===== src/rtl/disp_ctrl_pkg.sv =====
// Shared types and constants for the display/time-set controller:
// mode encoding, cursor positions, digit limits and the BCD edit helpers.
package disp_ctrl_pkg;

  typedef enum logic [1:0] {
    SHOW_TIME  = 2'd0,
    SHOW_ALARM = 2'd1,
    SET_TIME   = 2'd2,
    SET_ALARM  = 2'd3
  } state_e;

  typedef logic [2:0] cursor_t;

  localparam cursor_t DIG_HT = 3'd4;
  localparam cursor_t DIG_HU = 3'd3;
  localparam cursor_t DIG_MT = 3'd2;
  localparam cursor_t DIG_MU = 3'd1;

  localparam logic [3:0] HT_MAX       = 4'd2;
  localparam logic [3:0] HU_MAX       = 4'd9;
  localparam logic [3:0] MT_MAX       = 4'd5;
  localparam logic [3:0] MU_MAX       = 4'd9;
  localparam logic [3:0] HU_MAX_AT_20 = 4'd3;

  localparam int unsigned BLINK_MS_DEF   = 250;
  localparam int unsigned TIMEOUT_MS_DEF = 10000;

  typedef struct packed {
    logic [3:0] hr_t;
    logic [3:0] hr_u;
    logic [3:0] min_t;
    logic [3:0] min_u;
  } bcd_time_t;

  function automatic logic [3:0] bcd_wrap_inc(input logic [3:0] val, input logic [3:0] max);
    return (val >= max) ? 4'd0 : val + 4'd1;
  endfunction

  // Bumping hour tens onto 2 pulls hour units down so the result is never past 23.
  function automatic bcd_time_t edit_inc(input bcd_time_t t, input cursor_t cur);
    bcd_time_t r;
    r = t;
    case (cur)
      DIG_HT: begin
        r.hr_t = bcd_wrap_inc(t.hr_t, HT_MAX);
        if ((r.hr_t == HT_MAX) && (t.hr_u > HU_MAX_AT_20)) r.hr_u = HU_MAX_AT_20;
      end
      DIG_HU: r.hr_u = bcd_wrap_inc(t.hr_u, (t.hr_t == HT_MAX) ? HU_MAX_AT_20 : HU_MAX);
      DIG_MT: r.min_t = bcd_wrap_inc(t.min_t, MT_MAX);
      DIG_MU: r.min_u = bcd_wrap_inc(t.min_u, MU_MAX);
      default: r = t;
    endcase
    return r;
  endfunction

endpackage


===== src/rtl/disp_ctrl_if.sv =====
// Button, live-time and display bundle between the controller and its neighbours.
// master drives buttons/live time; slave is the controller side.
interface disp_ctrl_if;
  logic       tick_ms;
  logic       btn_mode;
  logic       btn_sel;
  logic       btn_inc;
  logic [3:0] hr_t;
  logic [3:0] hr_u;
  logic [3:0] min_t;
  logic [3:0] min_u;
  logic [3:0] numcount4_out;
  logic [3:0] numcount3_out;
  logic [3:0] numcount2_out;
  logic [3:0] numcount1_out;
  logic [3:0] digit_blank;
  logic [3:0] set_hr_t;
  logic [3:0] set_hr_u;
  logic [3:0] set_min_t;
  logic [3:0] set_min_u;
  logic       time_load;
  logic [3:0] al_hr_t;
  logic [3:0] al_hr_u;
  logic [3:0] al_min_t;
  logic [3:0] al_min_u;
  logic [1:0] mode_out;

  modport master (
    output tick_ms, btn_mode, btn_sel, btn_inc, hr_t, hr_u, min_t, min_u,
    input  numcount4_out, numcount3_out, numcount2_out, numcount1_out, digit_blank,
    input  set_hr_t, set_hr_u, set_min_t, set_min_u, time_load,
    input  al_hr_t, al_hr_u, al_min_t, al_min_u, mode_out
  );

  modport slave (
    input  tick_ms, btn_mode, btn_sel, btn_inc, hr_t, hr_u, min_t, min_u,
    output numcount4_out, numcount3_out, numcount2_out, numcount1_out, digit_blank,
    output set_hr_t, set_hr_u, set_min_t, set_min_u, time_load,
    output al_hr_t, al_hr_u, al_min_t, al_min_u, mode_out
  );
endinterface


===== src/rtl/disp_ctrl_blink_gen.sv =====
// Cursor blink phase: toggles every BLINK_MS ticks, restart forces it visible.
// The next phase is exported so the caller can register it alongside its own outputs.
module blink_gen
  import disp_ctrl_pkg::*;
#(
  parameter int unsigned BLINK_MS = BLINK_MS_DEF
) (
  input  logic clk,
  input  logic rst,
  input  logic tick_i,
  input  logic restart_i,
  output logic phaseNext_o
);

  localparam int CW = $clog2(BLINK_MS + 1);

  logic [CW-1:0] tickCnt_q, tickCnt_d;
  logic          phase_q, phase_d;

  always_comb begin
    tickCnt_d = tickCnt_q;
    phase_d   = phase_q;
    if (restart_i) begin
      tickCnt_d = '0;
      phase_d   = 1'b1;
    end else if (tick_i) begin
      if (tickCnt_q == CW'(BLINK_MS - 1)) begin
        tickCnt_d = '0;
        phase_d   = ~phase_q;
      end else begin
        tickCnt_d = tickCnt_q + 1'b1;
      end
    end
  end

  always_ff @(posedge clk) begin
    if (rst) begin
      tickCnt_q <= '0;
      phase_q   <= 1'b1;
    end else begin
      tickCnt_q <= tickCnt_d;
      phase_q   <= phase_d;
    end
  end

  assign phaseNext_o = phase_d;

endmodule


===== src/rtl/disp_ctrl.sv =====
// Mode FSM, digit editor and alarm register for the four-digit clock display.
// Every output is registered from next-state values so it moves with the state.
module disp_ctrl
  import disp_ctrl_pkg::*;
#(
  parameter int unsigned BLINK_MS   = BLINK_MS_DEF,
  parameter int unsigned TIMEOUT_MS = TIMEOUT_MS_DEF
) (
  input logic         clk,
  input logic         rst,
  disp_ctrl_if.slave  bus
);

  localparam int IW = $clog2(TIMEOUT_MS + 1);

  state_e        state_q, state_d;
  cursor_t       cursor_q, cursor_d;
  bcd_time_t     edit_q, edit_d;
  bcd_time_t     alarm_q, alarm_d;
  logic [IW-1:0] idleCnt_q, idleCnt_d;
  bcd_time_t     disp_q, disp_d;
  bcd_time_t     setOut_q, setOut_d;
  logic [3:0]    blank_q, blank_d;
  logic          load_q, load_d;

  bcd_time_t live;
  logic      anyBtn;
  logic      inSet;
  logic      timeout;
  logic      phaseNext;

  assign live    = {bus.hr_t, bus.hr_u, bus.min_t, bus.min_u};
  assign anyBtn  = bus.btn_mode | bus.btn_sel | bus.btn_inc;
  assign inSet   = (state_q == SET_TIME) || (state_q == SET_ALARM);
  assign timeout = bus.tick_ms && (state_q != SHOW_TIME) && (idleCnt_q == IW'(TIMEOUT_MS - 1));

  blink_gen #(.BLINK_MS(BLINK_MS)) u_blink (
    .clk         (clk),
    .rst         (rst),
    .tick_i      (bus.tick_ms),
    .restart_i   (anyBtn),
    .phaseNext_o (phaseNext)
  );

  // Buttons are mutually exclusive by priority; a timeout only acts on a button-free cycle.
  always_comb begin
    state_d   = state_q;
    cursor_d  = cursor_q;
    edit_d    = edit_q;
    alarm_d   = alarm_q;
    load_d    = 1'b0;
    idleCnt_d = idleCnt_q;

    if (bus.btn_mode) begin
      case (state_q)
        SHOW_TIME:  state_d = SHOW_ALARM;
        SHOW_ALARM: begin
          state_d  = SET_TIME;
          edit_d   = live;
          cursor_d = DIG_HT;
        end
        SET_TIME: begin
          state_d  = SET_ALARM;
          load_d   = 1'b1;
          edit_d   = alarm_q;
          cursor_d = DIG_HT;
        end
        SET_ALARM: begin
          state_d = SHOW_TIME;
          alarm_d = edit_q;
        end
        default: state_d = SHOW_TIME;
      endcase
    end else if (bus.btn_sel) begin
      if (inSet) cursor_d = (cursor_q == DIG_MU) ? DIG_HT : cursor_q - 3'd1;
    end else if (bus.btn_inc) begin
      if (inSet) edit_d = edit_inc(edit_q, cursor_q);
    end else if (timeout) begin
      state_d = SHOW_TIME;
    end

    if (anyBtn || (state_q == SHOW_TIME) || timeout) idleCnt_d = '0;
    else if (bus.tick_ms) idleCnt_d = idleCnt_q + 1'b1;
  end

  // The edit buffer is reloaded with the alarm on the commit edge, so set_* holds the old copy then.
  always_comb begin
    case (state_d)
      SHOW_TIME:  disp_d = live;
      SHOW_ALARM: disp_d = alarm_d;
      default:    disp_d = edit_d;
    endcase
    setOut_d = load_d ? edit_q : edit_d;
    blank_d  = '0;
    if (((state_d == SET_TIME) || (state_d == SET_ALARM)) && !phaseNext)
      blank_d = 4'b0001 << (cursor_d - 3'd1);
  end

  always_ff @(posedge clk) begin
    if (rst) begin
      state_q   <= SHOW_TIME;
      cursor_q  <= DIG_HT;
      edit_q    <= '0;
      alarm_q   <= '0;
      idleCnt_q <= '0;
      disp_q    <= '0;
      setOut_q  <= '0;
      blank_q   <= '0;
      load_q    <= 1'b0;
    end else begin
      state_q   <= state_d;
      cursor_q  <= cursor_d;
      edit_q    <= edit_d;
      alarm_q   <= alarm_d;
      idleCnt_q <= idleCnt_d;
      disp_q    <= disp_d;
      setOut_q  <= setOut_d;
      blank_q   <= blank_d;
      load_q    <= load_d;
    end
  end

  assign bus.numcount4_out = disp_q.hr_t;
  assign bus.numcount3_out = disp_q.hr_u;
  assign bus.numcount2_out = disp_q.min_t;
  assign bus.numcount1_out = disp_q.min_u;
  assign bus.digit_blank   = blank_q;
  assign bus.set_hr_t      = setOut_q.hr_t;
  assign bus.set_hr_u      = setOut_q.hr_u;
  assign bus.set_min_t     = setOut_q.min_t;
  assign bus.set_min_u     = setOut_q.min_u;
  assign bus.time_load     = load_q;
  assign bus.al_hr_t       = alarm_q.hr_t;
  assign bus.al_hr_u       = alarm_q.hr_u;
  assign bus.al_min_t      = alarm_q.min_t;
  assign bus.al_min_u      = alarm_q.min_u;
  assign bus.mode_out      = state_q;

endmodule


===== src/flat_wrapper.sv =====
// flat-port wrapper written by rule: the top's interface ports become plain ports
module disp_ctrl_flat import disp_ctrl_pkg::*;
#(
  parameter int unsigned BLINK_MS   = BLINK_MS_DEF,
  parameter int unsigned TIMEOUT_MS = TIMEOUT_MS_DEF
)
  (clk, rst, bus_tick_ms, bus_btn_mode, bus_btn_sel, bus_btn_inc, bus_hr_t, bus_hr_u, bus_min_t, bus_min_u, bus_numcount4_out, bus_numcount3_out, bus_numcount2_out, bus_numcount1_out, bus_digit_blank, bus_set_hr_t, bus_set_hr_u, bus_set_min_t, bus_set_min_u, bus_time_load, bus_al_hr_t, bus_al_hr_u, bus_al_min_t, bus_al_min_u, bus_mode_out);
  disp_ctrl_if bus_i ();
  input logic clk;
  input logic rst;
  input wire logic [$bits(bus_i.tick_ms)-1:0] bus_tick_ms;
  input wire logic [$bits(bus_i.btn_mode)-1:0] bus_btn_mode;
  input wire logic [$bits(bus_i.btn_sel)-1:0] bus_btn_sel;
  input wire logic [$bits(bus_i.btn_inc)-1:0] bus_btn_inc;
  input wire logic [$bits(bus_i.hr_t)-1:0] bus_hr_t;
  input wire logic [$bits(bus_i.hr_u)-1:0] bus_hr_u;
  input wire logic [$bits(bus_i.min_t)-1:0] bus_min_t;
  input wire logic [$bits(bus_i.min_u)-1:0] bus_min_u;
  output wire logic [$bits(bus_i.numcount4_out)-1:0] bus_numcount4_out;
  output wire logic [$bits(bus_i.numcount3_out)-1:0] bus_numcount3_out;
  output wire logic [$bits(bus_i.numcount2_out)-1:0] bus_numcount2_out;
  output wire logic [$bits(bus_i.numcount1_out)-1:0] bus_numcount1_out;
  output wire logic [$bits(bus_i.digit_blank)-1:0] bus_digit_blank;
  output wire logic [$bits(bus_i.set_hr_t)-1:0] bus_set_hr_t;
  output wire logic [$bits(bus_i.set_hr_u)-1:0] bus_set_hr_u;
  output wire logic [$bits(bus_i.set_min_t)-1:0] bus_set_min_t;
  output wire logic [$bits(bus_i.set_min_u)-1:0] bus_set_min_u;
  output wire logic [$bits(bus_i.time_load)-1:0] bus_time_load;
  output wire logic [$bits(bus_i.al_hr_t)-1:0] bus_al_hr_t;
  output wire logic [$bits(bus_i.al_hr_u)-1:0] bus_al_hr_u;
  output wire logic [$bits(bus_i.al_min_t)-1:0] bus_al_min_t;
  output wire logic [$bits(bus_i.al_min_u)-1:0] bus_al_min_u;
  output wire logic [$bits(bus_i.mode_out)-1:0] bus_mode_out;
  assign bus_i.tick_ms = bus_tick_ms;
  assign bus_i.btn_mode = bus_btn_mode;
  assign bus_i.btn_sel = bus_btn_sel;
  assign bus_i.btn_inc = bus_btn_inc;
  assign bus_i.hr_t = bus_hr_t;
  assign bus_i.hr_u = bus_hr_u;
  assign bus_i.min_t = bus_min_t;
  assign bus_i.min_u = bus_min_u;
  assign bus_numcount4_out = bus_i.numcount4_out;
  assign bus_numcount3_out = bus_i.numcount3_out;
  assign bus_numcount2_out = bus_i.numcount2_out;
  assign bus_numcount1_out = bus_i.numcount1_out;
  assign bus_digit_blank = bus_i.digit_blank;
  assign bus_set_hr_t = bus_i.set_hr_t;
  assign bus_set_hr_u = bus_i.set_hr_u;
  assign bus_set_min_t = bus_i.set_min_t;
  assign bus_set_min_u = bus_i.set_min_u;
  assign bus_time_load = bus_i.time_load;
  assign bus_al_hr_t = bus_i.al_hr_t;
  assign bus_al_hr_u = bus_i.al_hr_u;
  assign bus_al_min_t = bus_i.al_min_t;
  assign bus_al_min_u = bus_i.al_min_u;
  assign bus_mode_out = bus_i.mode_out;
  disp_ctrl #(.BLINK_MS(BLINK_MS), .TIMEOUT_MS(TIMEOUT_MS)) u_core (.clk(clk), .rst(rst), .bus(bus_i));
endmodule

===== config.mk =====
export PLATFORM = sky130hd
export DESIGN_NAME = disp_ctrl_flat
export DESIGN_NICKNAME = d
export VERILOG_FILES = /design/src/rtl/disp_ctrl_pkg.sv /design/src/rtl/disp_ctrl_if.sv /design/src/rtl/disp_ctrl_blink_gen.sv /design/src/rtl/disp_ctrl.sv /design/src/flat_wrapper.sv
export SDC_FILE = /design/constraint.sdc
export NUM_CORES = 1
export LEC_CHECK = 0
export CAP_MARGIN = 0
export CORE_AREA = 2 2 99 101
export CTS_CLUSTER_SIZE = 30
export DETAILED_ROUTE_END_ITERATION = 16
export DIE_AREA = 0 0 101 103
export PLACE_DENSITY = 0.78
export SLEW_MARGIN = 20
export SYNTH_ARGS = -nofsm -noshare
export SYNTH_HDL_FRONTEND = slang
export SYNTH_HIERARCHICAL = 1
export SYNTH_SLANG_ARGS = --single-unit

===== constraint.sdc =====
create_clock -name clk -period 3.3 [get_ports clk]
set_input_delay 0.495 -clock clk [delete_from_list [all_inputs] [get_ports clk]]
set_output_delay 0.495 -clock clk [all_outputs]
set_load 0.005 [all_outputs]

# --- Word level (Yosys, flattened, before mapping) ---
# Cells that the tools add are included.
classes:
  addsub: 8
  n_lt_le_gt_ge: 5
  eq_ne: 14
  n_shift: 1
  n_mux: 35
  bitwise: 4
  n_reduce_logical: 16
op_table:
  columns: ["op", "count"]
  rows:
  - ["16-bit 2-to-1 mux", 7]
  - ["16-bit one-hot mux with 2 select lines", 2]
  - ["4-bit 2-to-1 mux", 9]
  - ["4-bit by 1-bit adder with 4-bit output, second input constant", 4]
  - ["3-bit 2-to-1 mux", 5]
  - ["14-bit by 1-bit adder with 14-bit output, second input constant", 1]
  - ["14-bit == test, second input constant", 1]
  - ["8-bit by 1-bit adder with 8-bit output, second input constant", 1]
  - ["2-bit == test, second input constant", 4]
  - ["4-bit by 2-bit == test with 1-bit output, second input constant", 2]
  - ["8-bit == test, second input constant", 1]
  - ["2-bit 2-to-1 mux", 4]
  - ["8-bit 2-to-1 mux", 1]
  - ["2-bit one-hot mux with 4 select lines", 1]
  - ["4-bit one-hot mux with 2 select lines", 1]
  - ["2-bit OR reduction", 4]
  - ["3-bit by 2-bit == test with 1-bit output, second input constant", 2]
  - ["3-bit by 1-bit subtractor with 3-bit output, second input constant", 2]
  - ["1-bit 2-to-1 mux", 5]
  - ["2-bit by 1-bit == test with 1-bit output, second input constant", 2]
  - ["4-bit by 2-bit >= comparator with 1-bit output, second input constant", 1]
  - ["4-bit by 3-bit >= comparator with 1-bit output, second input constant", 1]
  - ["4-bit >= comparator", 1]
  - ["4-bit >= comparator, second input constant", 1]
  - ["11 further kinds", 20]
totals:
  regBits: 97
  in_bits: 22
  output_inout_bits: 55
  wordCells: 106

# --- Depth between registers and ports, before layout ---
depth:
  depth_word: 12
  mapped_depth: 11
  ltp_nobuf: 11

# --- Cells and area by module ---
# The synthesis kept the hierarchy.
modules_own_cells:
  columns: ["module", "n_inst", "cells_per_inst", "area_each_um2", "seq_area_each_um2"]
  rows:
  - ["disp_ctrl", 1, 524, 4425.5, 1761.7]
  - ["blink_gen", 1, 49, 454.2, 180.2]

# --- Worst setup path before layout ---
# OpenSTA, ideal clock, no wires.
synth_timing:
  path_type: "reg2reg"
  startpoint: "register u_core.state_q[1], in the netlist u_core/bus.mode_out[1]"
  endpoint: "register u_core.blank_q[3], in the netlist u_core/bus.digit_blank[3]"
  setup_ns: 0.080
  t_arrival_ns: 2.433
  required_ns: 3.220
  path_slack_ns: 0.787
  stages_incl_launch_ff: 12
  path_buffers: 2
  period_less_slack_ns: 2.513
  cell_sequence: "dfxtp_1 ha_1 buf_2 or2_2 clkbuf_1 a21oi_1 or2_2 a21oi_1 ha_1 xor2_1 or3_1 nor3b_1"
synth_between:
  elab_chain_cells: 12
  word_cells_on_any_way: 26
  classes_between: "add/sub (1); eq/ne (5); shift (1); mux (9); bitwise (1); reduce/logical (9)"
synth_lines:
  columns: ["element", "line_no", "source"]
  rows:
  - ["start: declaration", "disp_ctrl.sv:16", "state_e state_q, state_d;"]
  - ["start signal: assignment", "disp_ctrl.sv:111", "state_q <= state_d;"]
  - ["2-bit nonzero test", "disp_ctrl.sv:35", "assign timeout = bus.tick_ms && (state_q != SHOW_TIME) && (idleCnt_q == IW'(TIMEOUT_MS - 1));"]
  - ["1-bit logical AND (2 in series)", "disp_ctrl.sv:35", null]
  - ["2-bit 2-to-1 mux", "disp_ctrl.sv:78", "end else if (timeout) begin"]
  - ["2-bit 2-to-1 mux", "disp_ctrl.sv:76", "end else if (bus.btn_inc) begin"]
  - ["2-bit 2-to-1 mux", "disp_ctrl.sv:74", "end else if (bus.btn_sel) begin"]
  - ["2-bit 2-to-1 mux", "disp_ctrl.sv:54", "if (bus.btn_mode) begin"]
  - ["2-bit == test", "disp_ctrl.sv:95", "if (((state_d == SET_TIME) || (state_d == SET_ALARM)) && !phaseNext)"]
  - ["1-bit logical OR", "disp_ctrl.sv:95", null]
  - ["1-bit logical AND", "disp_ctrl.sv:95", null]
  - ["1-bit NOT (no line)", null, null]
  - ["2-bit OR reduction (no line)", null, null]
  - ["end signal: assignment", "disp_ctrl.sv:118", "blank_q <= blank_d;"]
  - ["end: declaration", "disp_ctrl.sv:23", "logic [3:0] blank_q, blank_d;"]
# Several ways; a longest one is shown, not always the timed one.
# A chain may end at the register's enable or synchronous reset.

# --- Worst setup path after layout ---
layout_timing:
  startpoint: "register u_core.state_q[0], in the netlist u_core/bus.mode_out[0]"
  endpoint: "register u_core.blank_q[0], in the netlist u_core/bus.digit_blank[0]"
# The elaborated chain is that of the path after synthesis.

==> results.py <==
metrics = {
    "drt": {
        "first_iter_violations": 358,
        "first_pass_iters": 5,
        "vias": 4588,
        "routedWlPerCell_um": 17.5,
        "finalWirelength_um": 13400,
        "drc": 0,
        "ant_nets": 0,
        "viasPerCell": 6.00,
    },
    "floorplan": {
        "die_w_um": 101,
        "die_h_um": 103,
        "io_pins": 77,
        "die-area_mm2": 0.0104,
        "start_util": 0.516,
        "core_region_area_mm2": 0.00946,
        "rows": 36,
    },
    "run": {
        "cap_violations": 0,
    },
    "setup_path": {
        "critPathLaunchType": "register",
        "crit_path_top_delay_cell": "ha_1",
        "end_kind": "register",
        "rr_startpoint": "u_core/bus.mode_out[0]$_SDFF_PP0_",
        "crit_family": "simple AND/OR/NAND/NOR gates",
        "critPathMaxStageDelay_ns": 0.63,
        "cp.arrival_ns": 3.27,
        "path_class": "reg2reg",
        "path_cells": "inv_1 > ha_1 > nor2b_1 > or2_2 > a21oi_1 > ha_1 > xor2_1 > or3_1 > nor3b_1",
        "cp.required_ns": 3.58,
        "worstReg2RegEnd": "u_core/bus.digit_blank[0]$_SDFF_PP0_",
        "crit_start": "u_core/bus.mode_out[0]$_SDFF_PP0_",
        "crit_top_cell": "ha_1",
        "path_max_fanout": 14,
        "rr_worst_depth": 9,
        "path_buf_inv": 1,
        "reg2reg_slack_ns": 0.30,
    },
    "synth": {
        "yosysWarningCount": 6,
        "yosys-top-cells-area": "dfxtp_1, ha_1, nor2_1",
        "synth.distinct_cells": 71,
        "synth_nets": 619,
        "synth_top_cell_by_area": "dfxtp_1",
        "avgSynthCellArea_um2": 8.52,
        "netlist.area_leader.share": 0.398,
        "yosys.cell_count.top_type": "dfxtp_1",
        "ys_ff_latch": 97,
        "synth_edf_count": 0,
        "ys.flop_type": "dfxtp_1",
        "synth_area_mm2": 0.00488,
        "synth_commonest_cells": "dfxtp_1, nor2_1, nand2_1",
        "syn_inst": 573,
        "ys_seq_area_frac": 0.398,
        "async_flop_share": 0,
    },
    "cts": {
        "hold_buffers": 0,
        "cts_tree": "built",
        "worstSkewPairLatency_ns": 0.37,
        "cts_resized": 0,
        "clk_pin_slew_ns": 0.09,
        "postCtsSetupBuffers": 0,
        "clock_path_buffers": 2,
        "cts-root-buf": "clkbuf_8",
        "cts_made_buffers": 9,
        "cts.sinks": 97,
        "ctsHtreeMaxLevel": 3,
    },
    "layout": {
        "diodes": 0,
        "drive_above_1_share": 0.101,
        "finalInstanceArea_mm2": 0.00596,
        "area_growth_pct": 22.1,
        "largest_registers": "u_core/edit_q: 16 flops, u_core/idleCnt_q: 14 flops, u_core/u_blink/tickCnt_q: 8 flops",
        "stdcell_count": 765,
        "nets": 693,
        "top_register": "u_core/edit_q",
        "largest_reg_flops": 16,
        "final_util": 0.630,
    },
    "placement": {
        "gp_congestion": 0.955,
        "hpwl_um": 9600,
        "place_area_mm2": 0.00578,
        "port_buffers": 76,
        "place_inst": 750,
    },
    "power": {
        "power_density_mw_per_mm2": 414,
        "fin_total_pwr_uw": 2470,
        "leakage_uw": 0.00220,
        "vdd_drop_max_uv": 251,
    },
    "grt": {
        "grt_pass1_wl_um": 21400,
        "antenna_found_initial": 0,
        "grt_max_degree": 40,
        "grt_util_all_layers": 0.262,
        "overflow": 0,
        "grt_pass1_vias": 4431,
    },
    "sta": {
        "rsz0062_at_grt": "false",
        "slew_violations": 0,
        "finClkSkew_ns": 0.0119,
        "tightest_slew_ns": 0.857,
        "clock.fmax_ghz": 0.334,
        "hold_violations": 0,
        "post-route-period-util": 0.908,
        "setup_viol": 0,
        "finalCriticalPeriod_ns": 3.00,
        "slew-limit-headroom": 0.429,
        "tns_ns": 0,
    },
    "run_status": {
        "status": "finished clean",
    },
    "hold_path": {
        "worstHoldStart": "u_core/bus.al_min_u[2]$_SDFF_PP0_",
        "hp-class": "reg2reg",
        "hold_depth": 2,
        "hold_end": "u_core/bus.al_min_u[2]$_SDFF_PP0_",
    },
}
## power breakdown
group	internal (uW)	switching [uW]	total, uW
combinational	203	258	460
clock	344	408	752
sequential	1220	36.9	1250
## cell type report
| class | count | area, um^2 |
|---|---|---|
| Inverter | 21 | 78.8 |
| Fill cell | 827 | 3500 |
| Tap cell | 114 | 143 |
| Multi-Input combinational cell | 423 | 2710 |
| Sequential cell | 97 | 1940 |
| Timing Repair Buffer | 95 | 898 |
| Clock inverter | 6 | 58.8 |
| Clock buffer | 9 | 124 |
## worst register-to-register path: cells and delay by family, from the launching register on
family / cells / cell delay, ns
and+or+nand+nor: 4 / 1.02
adders and majority gates: 2 / 0.87
DFF: 1 / 0.44
AOI/OAI and AO/OA: 1 / 0.38
buffers and inverters: 1 / 0.13
xor gates and xnor gates: 1 / 0.07
## per-stage QoR
| step | hold slack [ns] | worst slack, ns |
|---|---|---|
| after detailed placement | 0.496 | 0.353 |
| after global routing | 0.533 | 0.0338 |
| after floorplan | 0.467 | 0.787 |
| final | 0.510 | 0.303 |
| after global placement | 0.478 | 0.500 |
| after CTS | 0.509 | 0.331 |
## cells in the final DEF, fill, tap and decap left out, types with 4 or more instances in the layout
cell type        instances
dfxtp_1                 97
nand2b_1                 4
nor2b_1                  9
buf_4                   19
ha_1                    24
a211oi_1                11
o21ai_0                 25
nand3_1                 28
nor2_1                  73
nand2_1                 44
mux2i_1                  5
nand4_1                  7
o21ai_2                  5
a221o_2                  4
a22oi_1                 23
or2_2                    4
a221oi_1                 7
clkinv_2                 4
clkbuf_8                 9
clkdlybuf4s50_1         75
xor2_1                  14
a21o_1                   4
a21oi_1                 41
and3_1                   6
inv_1                   20
xnor2_1                  4
or3_1                    4
nor3_1                  19
## metal layers
metal  track usage  wire length [um]  up-vias
met2         0.426              6220      201
met1         0.339              5750     2148
met3        0.0603              1050       29
met4         0.103               363        0
li1              -                 -     2210
met5             0                 0        -
## how the worst max path moves through the flow
stage,to,cells past startpoint
after floorplan,u_core/bus.digit_blank[3]$_SDFF_PP0_,11
after global placement,u_core/bus.digit_blank[3]$_SDFF_PP0_,9
after detailed placement,u_core/bus.digit_blank[0]$_SDFF_PP0_,9
after CTS,u_core/bus.digit_blank[0]$_SDFF_PP0_,9
after global routing,u_core/bus.digit_blank[3]$_SDFF_PP0_,9
final,u_core/bus.digit_blank[0]$_SDFF_PP0_,9
## logic make-up after synthesis
family | after synthesis | share of synthesized area
XOR/XNOR | 18 | 0.0323
AO/OA/AOI/OAI | 152 | 0.218
flip-flops | 97 | 0.398
multiplexers | 7 | 0.0149
buffers and inverters | 53 | 0.0459
AND/OR/NAND/NOR | 222 | 0.229
adder cells (fa/ha/maj) | 24 | 0.0615
No activity file was read; power rests on OpenSTA's default activity.
